## config.mk

```make
export PLATFORM = sky130hd
export DESIGN_NAME = uart_ack_sequencer
export DESIGN_NICKNAME = d
export VERILOG_FILES = /design/src/rtl/uart_ack_sequencer.sv
export SDC_FILE = /design/constraint.sdc
export NUM_CORES = 1
export LEC_CHECK = 0
export CAP_MARGIN = 25
export CORE_MARGIN = 5
export CORE_UTILIZATION = 57
export CTS_BUF_LIST = sky130_fd_sc_hd__clkbuf_16
export CTS_CLUSTER_DIAMETER = 60
export CTS_CLUSTER_SIZE = 24
export DETAILED_ROUTE_END_ITERATION = 10
export PLACE_DENSITY = 0.84
export SYNTH_ARGS = -nofsm -noshare
export SYNTH_HDL_FRONTEND = slang
export SYNTH_SLANG_ARGS = --single-unit
```

## constraint.sdc

```tcl
create_clock -name clk -period 3.8 [get_ports clk]
set_clock_uncertainty 0.05 [all_clocks]
set_input_delay 0.76 -clock clk [delete_from_list [all_inputs] [get_ports clk]]
set_output_delay 0.76 -clock clk [all_outputs]
set_load 0.02 [all_outputs]
```

## src/rtl/uart_ack_sequencer.sv

```systemverilog
// Buffers nibbles from the UART receiver and answers each one with an
// ACK byte {ACK_PREFIX, nibble} over the transmitter's start/busy handshake.
module uart_ack_sequencer #(
  parameter int         DEPTH        = 4,
  parameter logic [3:0] ACK_PREFIX   = 4'hA,
  parameter int         BUSY_TIMEOUT = 16
) (
  input  logic                     clk,
  input  logic                     reset,
  input  logic [3:0]               rx_data,
  input  logic                     rx_done,
  input  logic                     cs,
  output logic [7:0]               tx_data,
  output logic                     tx_start,
  input  logic                     tx_busy,
  output logic [3:0]               led,
  output logic [$clog2(DEPTH):0]   fifo_count,
  output logic                     overflow,
  output logic                     tx_timeout
);

  localparam int AW = $clog2(DEPTH);
  localparam int TW = $clog2(BUSY_TIMEOUT);
  localparam int TL = BUSY_TIMEOUT - 1;
  localparam logic [AW:0]   FULL     = DEPTH[AW:0];
  localparam logic [TW-1:0] TMO_LAST = TL[TW-1:0];

  localparam logic [1:0] IDLE    = 2'd0;
  localparam logic [1:0] ARM     = 2'd1;
  localparam logic [1:0] WAIT_LO = 2'd2;

  logic [3:0]    mem [DEPTH];
  logic [AW-1:0] wr_ptr;
  logic [AW-1:0] rd_ptr;
  logic [1:0]    state;
  logic [TW-1:0] tmo_cnt;
  logic          accept;
  logic          pop;
  logic          push;

  // A full FIFO can still take a nibble when the head leaves in the same cycle.
  assign accept = rx_done && !cs;
  assign pop    = (state == IDLE) && (fifo_count != '0) && !cs && !tx_busy;
  assign push   = accept && ((fifo_count != FULL) || pop);

  always_ff @(posedge clk) begin
    if (push) begin
      mem[wr_ptr] <= rx_data;
    end
  end

  always_ff @(posedge clk or negedge reset) begin
    if (!reset) begin
      wr_ptr     <= '0;
      rd_ptr     <= '0;
      fifo_count <= '0;
      led        <= '0;
      overflow   <= 1'b0;
      tx_timeout <= 1'b0;
      tx_data    <= '0;
      tx_start   <= 1'b0;
      state      <= IDLE;
      tmo_cnt    <= '0;
    end else begin
      tx_start <= 1'b0;

      if (accept) begin
        led <= rx_data;
      end
      if (accept && !push) begin
        overflow <= 1'b1;
      end
      if (push) begin
        wr_ptr <= wr_ptr + 1'b1;
      end
      if (pop) begin
        rd_ptr <= rd_ptr + 1'b1;
      end
      if (push && !pop) begin
        fifo_count <= fifo_count + 1'b1;
      end else if (pop && !push) begin
        fifo_count <= fifo_count - 1'b1;
      end

      // A byte whose busy never arrives is dropped rather than retried.
      case (state)
        IDLE: begin
          if (pop) begin
            tx_data  <= {ACK_PREFIX, mem[rd_ptr]};
            tx_start <= 1'b1;
            tmo_cnt  <= '0;
            state    <= ARM;
          end
        end
        ARM: begin
          if (tx_busy) begin
            state <= WAIT_LO;
          end else if (tmo_cnt == TMO_LAST) begin
            tx_timeout <= 1'b1;
            state      <= IDLE;
          end else begin
            tmo_cnt <= tmo_cnt + 1'b1;
          end
        end
        WAIT_LO: begin
          if (!tx_busy) begin
            state <= IDLE;
          end
        end
        default: state <= IDLE;
      endcase
    end
  end

endmodule

```

**Yosys cells after proc, flatten, opt, wreduce, memory -nomap -nowiden**

Memories as Yosys holds them, arrays and structs flattened. A register that Yosys moved wholly into a read port is not among the register bits.
Index checks and enable logic that the tools add are counted.

- Register bits: 25
- RAM bits: 16
- Input bits: 9
- Output and inout port bits: 18
- Memories: 1

- Add/subtract/negate cells: 5
- Equal/unequal tests: 9
- Multiplexer cells: 15
- Bitwise gates (word level): 1
- Reductions and logical operators: 22

Memory list:

| name | depth | width | read ports | clocked after memory_dff | write ports | line | text |
|---|---|---|---|---|---|---|---|
| mem | 4 | 4 | 1 | 1 | 1 | 32 | `logic [3:0] mem [DEPTH];` |

Operator list:

| kind | number |
|---|---|
| 2-to-1 mux 4 bit | 3 |
| logical AND 1 bit | 8 |
| 2-to-1 mux 2 bit | 4 |
| != test 2 bit, second input constant | 4 |
| case mux 4 bit (2 select lines) | 1 |
| 2-to-1 mux 3 bit | 2 |
| != test 3 bit, second input constant | 2 |
| case mux 2 bit (3 select lines) | 1 |
| AND reduction 3 bit | 2 |
| zero test 1 bit | 5 |
| adder 2 x 1 -> 2 bit, second input constant | 2 |
| adder 4 x 1 -> 4 bit, second input constant | 1 |
| == test 4 bit, second input constant | 1 |
| 2-to-1 mux 1 bit | 4 |
| AND reduction 4 bit | 1 |
| nonzero test 2 bit | 2 |
| adder 3 x 1 -> 3 bit, second input constant | 1 |
| nonzero test 3 bit | 1 |
| subtractor 3 x 1 -> 3 bit, second input constant | 1 |
| == test 2 x 1 -> 1 bit, second input constant | 1 |
| == test 2 bit, second input constant | 1 |
| zero test 2 bit | 1 |
| AND reduction 2 bit | 1 |
| logical OR 1 bit | 1 |
| inverter 1 bit | 1 |

**Longest topological paths before layout**

- Word-level depth: 10
- Gate-level depth with buffers: 10
- Gate-level depth less buffers: 9

**Worst setup path after synthesis**

OpenSTA, ideal clock, no wires.

- Path kind: input port to flip-flop
- From: input tx_busy
- To: register fifo_count[2]
- Library setup time: 0.080 ns
- Data arrival time: 2.781 ns
- Required time: 3.670 ns
- Slack: 0.889 ns
- Cell stages on the path: 9
- Cell sequence: or4_1 buf_6 a311oi_4 ha_1 inv_1 fa_1 xor2_1 nor2_1 xor2_1

- Word-level cells in the longest chain between the ends: 7

RTL lines:

| what | line | text |
|---|---|---|
| start: declaration | 15 | `input logic tx_busy,` |
| zero test 1 bit (*) | n/a |  |
| logical AND 1 bit (*) | 43 | `assign pop = (state == IDLE) && (fifo_count != '0) && !cs && !tx_busy;` |
| logical OR 1 bit (*) | 44 | `assign push = accept && ((fifo_count != FULL) \|\| pop);` |
| logical AND 1 bit (*) | 44 |  |
| named net push | 39 | `logic push;` |
| zero test 1 bit | 81 | `end else if (pop && !push) begin` |
| logical AND 1 bit | 81 |  |
| nonzero test 2 bit (no source line) | n/a |  |
| end signal: assignment | 80 | `fifo_count <= fifo_count + 1'b1;` |
| end signal: assignment | 82 | `fifo_count <= fifo_count - 1'b1;` |
| end: declaration | 17 | `output logic [$clog2(DEPTH):0] fifo_count,` |

Mark *: on every way through the listed nets, which the timed path passes. The rest lies on a longest branch.
A chain may end at the register's enable or synchronous reset.

**Final worst setup path**

Same ends and word-level chain as after synthesis.

==> reports/metrics.yaml <==
outcome:
  status: "finished, final reports clean"
finish:
  drive_above_1_share_pct: 24.31
  syn2layout_area_growth_pct: 24.77
  final_net_count: 159
  num_antenna_cells: 0
detailed_routing:
  drt_first_pass_iters: 4
  detailed_route_via_count: 980
  wl_per_cell_um: 15.24
  drt-vias-per-instance: 5.213
  drt_drc_violations_left: 0
  final_antenna_net_count: 0
  first_iter_violations: 43
  routed_wirelength_mm: 2.866
worst_setup_path:
  cp_data_arrival_time_ns: 3.29
  timing.critical_path.required_ns: 3.95
  cp_slowest_stage_delay_ns: 0.64
  critical_path.endpoint_type: "register"
  crit_buf_inv: 2
  critPathTopFamily: "simple AND/OR/NAND/NOR gates"
  critical_path_type: "input port to register"
  critical_path.most_common_cell: "sky130_fd_sc_hd__xor2_1"
  critical_path_peak_fanout: 5
  setup.worst_path.start_class: "input port"
  crit_slowest_cell: "sky130_fd_sc_hd__or4_1"
  crit_path_cell_trace: "clkdlybuf4s50_1, or4_1, a311oi_4, ha_1, inv_1, fa_1, xor2_1, nor2_1, xor2_1"
  setup.reg_to_reg.worst_slack_ns: 1.10
pwr:
  power.density_cell_area_nw_per_um2: 718.5
  max-vdd-ir-drop_uv: 533.8
  leakagePower_nw: 0.9126
die:
  die_height_um: 65.85
  num_rows: 20
  floorplan.die_area_um2: 4336
  start_util_pct: 58.72
  dieWidth_um: 65.85
  core-area_um2: 3028
  boundaryPins: 27
synth:
  yosys_register_bits: 41
  synthesis.instances: 113
  syn_area_um2: 1778
  yosys_most_used_dff: "sky130_fd_sc_hd__dfrtp_1"
  synth_edf_count: 16
  commonest_cells_in_the_netlist: "sky130_fd_sc_hd__dfrtp_1, sky130_fd_sc_hd__edfxtp_1, sky130_fd_sc_hd__mux2_2"
  yosys.cell_types.count: 36
  post_synth_main_area_contributors: "sky130_fd_sc_hd__dfrtp_1, sky130_fd_sc_hd__edfxtp_1, sky130_fd_sc_hd__mux2_2, sky130_fd_sc_hd__mux4_2, sky130_fd_sc_hd__ha_1"
  mapped_avg_cell_area_um2: 15.73
  proportion_of_synthesized_chip_area_in_sequential_cells_pct: 62.21
  synth.largest_area_cell: "sky130_fd_sc_hd__dfrtp_1"
  post-synth-top-count-cell: "sky130_fd_sc_hd__dfrtp_1"
  synthArstFlopShare_pct: 60.98
  yosys_warnings: 0
  netlist.area_leader.share_pct: 35.19
global_route:
  wire_length_of_the_first_global_routing_pass_mm: 5.071
  grt_start_max_net_pins: 21
  via_count_of_the_first_global_routing_pass: 1049
  grt_util_overall_pct: 16.39
  grt.overflow.total: 0
  antenna_found_initial: 0
timing:
  hold_slack_ns: 0.4108
  report.final.setup_viol: 0
  final-max-slew-violation-count: 0
  finalHoldViolations: 0
  fin_tns_setup_ns: 0
  achievable-frequency_mhz: 318.8
  rsz0062_at_grt: "false"
  fin_crit_ns: 3.137
  final_period_utilization_pct: 82.54
clocking:
  cts_resizes: 0
  cts.clk_slew.worst_paths_ns: 0.05
  clock_sinks: 41
  clock_latency_of_the_later_clocked_register_in_the_worst_skew_pair_ns: 0.28
  htreeDepth: 2
  clk_root_buffer_cell: "sky130_fd_sc_hd__clkbuf_16"
  cts_tree: "done"
  cts_buffer_depth: 2
  post_cts_buffers: 0
  cts-buffers-inserted: 5
  cts_hold_repair.buffers: 0
placement:
  hpwl_mm: 2.105
  numPortBuffers: 24
  place_congestion: 0.7832
job:
  drv_cap: 0
worst_hold_path:
  hold_class: "register to register"
routing by layer:
layer | up-vias | wire (µm) | global-route usage [%]
met5 | - | 0 | 0
met4 | 0 | 39 | 6.218
met3 | 6 | 185 | 7.993
met2 | 29 | 1396 | 24.28
met1 | 484 | 1245 | 20.66
li1 | 461 | - | -
sequential cells by signal (all words and copies together) (netlist names):
| signal | count |
|---|---|
| mem | 16 |
| state | 2 |
| tx_timeout | 1 |
| tmo_cnt | 4 |
| fifo_count | 3 |
| tx_data | 5 |
| rd_ptr | 2 |
| led | 4 |
| overflow | 1 |
| wr_ptr | 2 |
| tx_start | 1 |
report_power, final:
part           internal, mW  switching, mW
sequential            0.580          0.117
clock                 0.236          0.150
combinational         0.284          0.226
total                  1.10          0.494
path summary, 6_finish.rpt:
kind                       startpoint            end  cells after the start
max reg2reg                  state[0]  fifo_count[2]                      8
max in group asynchronous       reset      wr_ptr[1]                      2
min reg2reg                tx_timeout     tx_timeout                      1
min                        tx_timeout     tx_timeout                      1
min in group asynchronous       reset     tx_data[2]                      1
max                           tx_busy  fifo_count[2]                      9
through the flow:
step / total power, mW / worst slack, ns / instances / utilization [%] / instance area [µm²]
5_1_grt: 1.700 / 0.5350 / 188 / 73.26 / 2218
3_5_place_dp: 1.220 / 0.3957 / 180 / 68.76 / 2082
2_1_floorplan: 1.025 / 0.8887 / 114 / - / 1782
6_report: 1.594 / 0.6635 / 188 / 73.26 / 2218
3_3_place_gp: 1.189 / 0.4815 / 179 / 67.85 / 2054
4_1_cts: 1.610 / 0.6651 / 188 / 73.26 / 2218
cell usage in the layout, fill, tap and decap left out, types with 3 or more instances in the layout:
cell type | Yosys | layout
sky130_fd_sc_hd__dfrtp_1 | 25 | 25
sky130_fd_sc_hd__mux4_2 | 4 | 4
sky130_fd_sc_hd__mux2_2 | 10 | 10
sky130_fd_sc_hd__xor2_1 | 5 | 5
sky130_fd_sc_hd__nor2_1 | 3 | 3
sky130_fd_sc_hd__ha_1 | 6 | 6
sky130_fd_sc_hd__clkbuf_16 | 0 | 5
sky130_fd_sc_hd__and2_2 | 4 | 4
sky130_fd_sc_hd__edfxtp_1 | 16 | 16
sky130_fd_sc_hd__inv_1 | 7 | 10
sky130_fd_sc_hd__clkdlybuf4s50_1 | 0 | 24
layout make-up:
class / instances / area [µm²]
clock buffer: 5 / 125.1
timing repair buffer: 27 / 282.8
multi-input combinational: 61 / 611.8
tap: 44 / 55.05
clock inverter: 3 / 11.26
sequential: 41 / 1106
fill: 201 / 809.5
inverter: 7 / 26.28
cells by family after synthesis:
group                      Yosys count  synth area share (%)
other                                1                0.2109
and+or+nand+nor                     22                 8.235
AOI/OAI and AO/OA                    8                 4.716
xor gates and xnor gates             7                 3.448
DFF                                 41                 62.21
buffers and inverters               12                 3.589
adders and majority gates            7                 5.348
muxes                               15                 12.24
(Power assumes the default switching activity.)
